==> config.mk <==
export PLATFORM = sky130hd
export DESIGN_NAME = gpio_in_debounce
export DESIGN_NICKNAME = d
export VERILOG_FILES = /design/src/rtl/gpio_in_debounce.sv
export SDC_FILE = /design/constraint.sdc
export NUM_CORES = 1
export LEC_CHECK = 0
export BUFFER_PORTS_ARGS = -buffer_cell sky130_fd_sc_hd__buf_2
export CORE_ASPECT_RATIO = 2
export CORE_MARGIN = 2
export CORE_UTILIZATION = 63
export DETAILED_ROUTE_END_ITERATION = 16
export GPL_ROUTABILITY_DRIVEN = 0
export HOLD_SLACK_MARGIN = 0.08
export MAX_ROUTING_LAYER = met4
export PLACE_DENSITY = 0.82
export SYNTH_ARGS = -nofsm -noshare
export SYNTH_HDL_FRONTEND = slang
export SYNTH_SLANG_ARGS = --single-unit
==> constraint.sdc <==
create_clock -name clk -period 8.05 [get_ports clk]
set_input_delay 1.61 -clock clk [delete_from_list [all_inputs] [get_ports clk]]
set_output_delay 1.61 -clock clk [all_outputs]
set_load 0.03 [all_outputs]
==> src/rtl/gpio_in_debounce.sv <==
// Synchronises async GPIO pad inputs and debounces each bit with a programmable stability window.
// Latency: SYNC_STAGES + max(debounce_cycles_i,1) - 1 edges from first sample to gpio_db_o/pulses.
// No backpressure: level and pulse outputs only, all registered.
module gpio_in_debounce #(
    parameter int               WIDTH       = 8,
    parameter int               SYNC_STAGES = 2,
    parameter int               CNT_WIDTH   = 16,
    parameter logic [WIDTH-1:0] RESET_VAL   = '0
) (
    input  logic                 clk,
    input  logic                 rstn,
    input  logic [WIDTH-1:0]     gpio_raw_i,
    input  logic [CNT_WIDTH-1:0] debounce_cycles_i,
    output logic [WIDTH-1:0]     gpio_db_o,
    output logic [WIDTH-1:0]     rise_o,
    output logic [WIDTH-1:0]     fall_o,
    output logic                 change_o
);

    logic [WIDTH-1:0]     sync_q [SYNC_STAGES];
    logic [WIDTH-1:0]     s;
    logic [WIDTH-1:0]     stable_q;
    logic [WIDTH-1:0]     stable_d;
    logic [CNT_WIDTH-1:0] cnt_q [WIDTH];
    logic [CNT_WIDTH-1:0] cnt_d [WIDTH];
    logic [CNT_WIDTH-1:0] cnt_lim;
    logic [WIDTH-1:0]     pending;
    logic [WIDTH-1:0]     commit;
    logic [WIDTH-1:0]     rise_q;
    logic [WIDTH-1:0]     rise_d;
    logic [WIDTH-1:0]     fall_q;
    logic [WIDTH-1:0]     fall_d;
    logic                 change_q;
    logic                 change_d;

    assign s = sync_q[SYNC_STAGES-1];

    // A window of 0 behaves as 1, so the commit threshold saturates at zero.
    assign cnt_lim = (debounce_cycles_i == '0) ? '0 : debounce_cycles_i - CNT_WIDTH'(1);

    // Per-bit state decode: PENDING while the synchronised input differs from the debounced state.
    always_comb begin
        pending = s ^ stable_q;
        commit  = '0;
        for (int i = 0; i < WIDTH; i++) begin
            commit[i] = pending[i] && (cnt_q[i] >= cnt_lim);
        end
    end

    always_comb begin
        stable_d = stable_q ^ commit;
        for (int i = 0; i < WIDTH; i++) begin
            cnt_d[i] = '0;
            if (pending[i] && !commit[i]) begin
                cnt_d[i] = cnt_q[i] + CNT_WIDTH'(1);
            end
        end
    end

    always_comb begin
        rise_d   = commit & s;
        fall_d   = commit & ~s;
        change_d = |commit;
    end

    always_ff @(posedge clk) begin
        if (!rstn) begin
            for (int k = 0; k < SYNC_STAGES; k++) begin
                sync_q[k] <= RESET_VAL;
            end
            for (int i = 0; i < WIDTH; i++) begin
                cnt_q[i] <= '0;
            end
            stable_q <= RESET_VAL;
            rise_q   <= '0;
            fall_q   <= '0;
            change_q <= 1'b0;
        end else begin
            sync_q[0] <= gpio_raw_i;
            for (int k = 1; k < SYNC_STAGES; k++) begin
                sync_q[k] <= sync_q[k-1];
            end
            for (int i = 0; i < WIDTH; i++) begin
                cnt_q[i] <= cnt_d[i];
            end
            stable_q <= stable_d;
            rise_q   <= rise_d;
            fall_q   <= fall_d;
            change_q <= change_d;
        end
    end

    assign gpio_db_o = stable_q;
    assign rise_o    = rise_q;
    assign fall_o    = fall_q;
    assign change_o  = change_q;

endmodule

==> impl_results.md <==
* Outcome: complete, no violations
* Vias in the first global route at 8071
* Slowest stage delay, CP at 0.57 ns
* Multi-input logic area at 0.00591 mm²
* Synth top area cells: dfxtp_1, ha_1, xor2_1, nor2_1, xnor2_1
* # clock sinks at approximately 170
* Aggregate global routing overflow at 0
* Commonest non-fill, non-tap cells in the layout: nor2_1, dfxtp_1, ha_1, nand2_1, xor2_1
* Area growth, synth to finish at 10.6%
* Mux contribution to synthesized area at 0.00843
* Max H-tree Level at 4
* Root buffer cell: clkbuf_16
* Worst skew pair latency at 0.45 ns
* Final std cells w/o fill at around 1300
* Synth Register Bits at 169
* GRT Util Overall at 0.301
* Netlist cell types at 48
* Share of cells above drive strength 1 at 0.0795
* Synth Area in Adders at 0.182
* Endpoints failing setup at 0
* Simple-Gate Fraction of Synth Area at 0.235
* Final worst-path cycle share at 0.730
* Post-Syn Instances at 1079
* Min-delay worst type: reg -> reg
* Die area at 0.0161 mm²
* Min Tclk post-route at 5.87 ns
* Pwr Total at 1.75 mW
* Cts bufs inserted at 17
* Leakage power at about 4.4 nW
* PortBufs at 50
* DPL Wire Length at 16.7 mm
* Number of synthesized flops with an enable pin at 0
* Routed Antenna Nets at 0
* Setup crit start kind: primary input
* TritonCTS clock tree: yes
* Pins over their slew limit at 0
* Rows at 63
* Post-CTS sizing at 0
* Hold buffers post-CTS at 0
* Fillers at 1181
* DR pass1 iterations at 5
* Initial Util at 0.641
* Cells after DPL at 1308
* Worst-Margin Slew at between 0.8 and 0.9 ns
* DRC Markers at 0
* Crit path DAT at 6.24 ns
* Initial antenna violation count at 0
* Register area at 0.00338 mm²
* Largest family of logic cells by synthesized area: simple AND/OR/NAND/NOR gates
* Maximum number of pins on one net before global-route repair at 30
* Mean Syn Cell Area at around 8.8 µm²
* Critical Path Sink Type: register
* Wire per inst at between 15 and 20 µm
* Vias per std cell at about 6
* Synth Flop Type: dfxtp_1
* Rel. slew slack at 0.441
* Clk slew on worst S/H paths at about 0.07 ns
* Top cell type by total area after synthesis: dfxtp_1
* Final Hold Vio Count at 0
* Final Skew at 0.00978 ns
* Crit-path slowest cell: or4_4
* Maxcap violations at 0
* Setup_tns at 0 ns
* Unrepaired setup endpoints after global routing: no
* Post-CTS Setup Inserts at 0
* PwrDens at ~170 mW/mm²
* CP Class: in -> reg
* Critical path, cell by cell: buf_2, or4_4, or4b_4, or2_4, nor3_2, nand4b_2, nand2_1, ha_1, a21o_1, a221o_1, a221oi_1, o21ai_0, nand2b_1, nor2_1
* Yosys top cell area share at 0.356
* Final Net Count at 1296
* Ys async rst share at 0
* Vert. Die Dim at 178 µm
* F_max at 170 MHz
* Most common cell after layout, fill and taps aside: nor2_1
* Ant. Diodes at 0
* Post-layout util at 0.709
* Initial drt markers at about 400
* First-pass GRT wire length at approximately 38 mm
* Syn_nets at 1243
* VDD IR max at 145 µV
* Ys Warns at 0
* Post-Synth XOR/XNOR Area at 0.119
* Overall routed net length at 22.7 mm
* Seq/Total Area, Yosys at 0.356
* Core area at 0.0148 mm²
* Bufs on Longest Clock Path at 2
* I/O pin cnt at between 50 and 60
* Compound-Gate Fraction of Synth Area at 0.0781
* Worst endpoint required time at 8.42 ns
* Horiz. Die Dim at 90.8 µm
* Synth Cell Area at 0.00950 mm²
* Crit path max fanout at 16
* Vias at 8007
Yosys cell counts, drive strengths merged, types with 8 or more instances:
| cell | number |
|---|---|
| nor2b | 8 |
| and4 | 12 |
| nand4 | 29 |
| nand3 | 59 |
| nand2 | 85 |
| xnor2 | 51 |
| clkbuf | 17 |
| and2 | 20 |
| mux2i | 8 |
| o21ai | 29 |
| and3 | 24 |
| nor3 | 12 |
| inv | 33 |
| nand2b | 11 |
| dfxtp | 169 |
| nor3b | 12 |
| nor2 | 180 |
| ha | 138 |
| xor2 | 78 |
| a21oi | 43 |
stage by stage:
step                      hold slack [ns]  cell area [µm²]  worst slack, ns
after floorplan                     0.412             9500             2.54
final                               0.436            10500             2.18
after CTS                           0.440            10500             2.25
after detailed placement            0.421             9930             1.84
after global routing                0.457            10500             1.83
after global placement              0.413             9930             1.91
logic make-up after synthesis:
group | after synthesis
flip-flops | 169
AO/OA/AOI/OAI | 119
multiplexers | 8
adder cells (fa/ha/maj) | 138
AND/OR/NAND/NOR | 465
XOR/XNOR | 129
buffers and inverters | 51
worst max-delay path, delay by kind of cell:
family | cells | cell delay [ns]
adders and majority gates | 1 | 0.35
and+or+nand+nor | 8 | 3.01
buffers and inverters | 1 | 0.10
AOI/OAI and AO/OA | 4 | 1.15
where the power goes:
group / switching, mW / internal [mW]
combinational: 0.0703 / 0.0362
clock: 0.382 / 0.413
sequential: 0.00412 / 0.840
worst paths after layout:
check                           slack, ns                 start       endpoint  depth (start not counted)
worst max register to register       5.43          cnt_q[0][57]   cnt_q[0][55]                          7
worst max-delay path                 2.18  debounce_cycles_i[7]   cnt_q[1][49]                         14
worst min register to register       0.44          sync_q[0][2]  sync_q[0][10]                          1
worst min-delay path                 0.44          sync_q[0][2]  sync_q[0][10]                          1
area by class of cell:
class	instances	area share
multi-input combinational	859	0.563
sequential	169	0.322
clock buffer	17	0.0405
timing repair buffer	52	0.0253
tap	195	0.0232
clock inverter	15	0.0142
inverter	33	0.0118
per-layer routing:
layer	GRT usage	wire length, µm	vias to the layer above
met5	-	0	-
met2	0.526	11600	253
met3	0.0501	1050	111
li1	-	-	3866
met4	0.204	1380	0
met1	0.308	8720	3777
sequential cells by signal, summed over array words and instances (netlist names), named ones only:
name / count
fall_o: 8
rise_o: 8
change_o: 1
cnt_q: 128
sync_q: 16
Power figures use the tool's default switching activity.
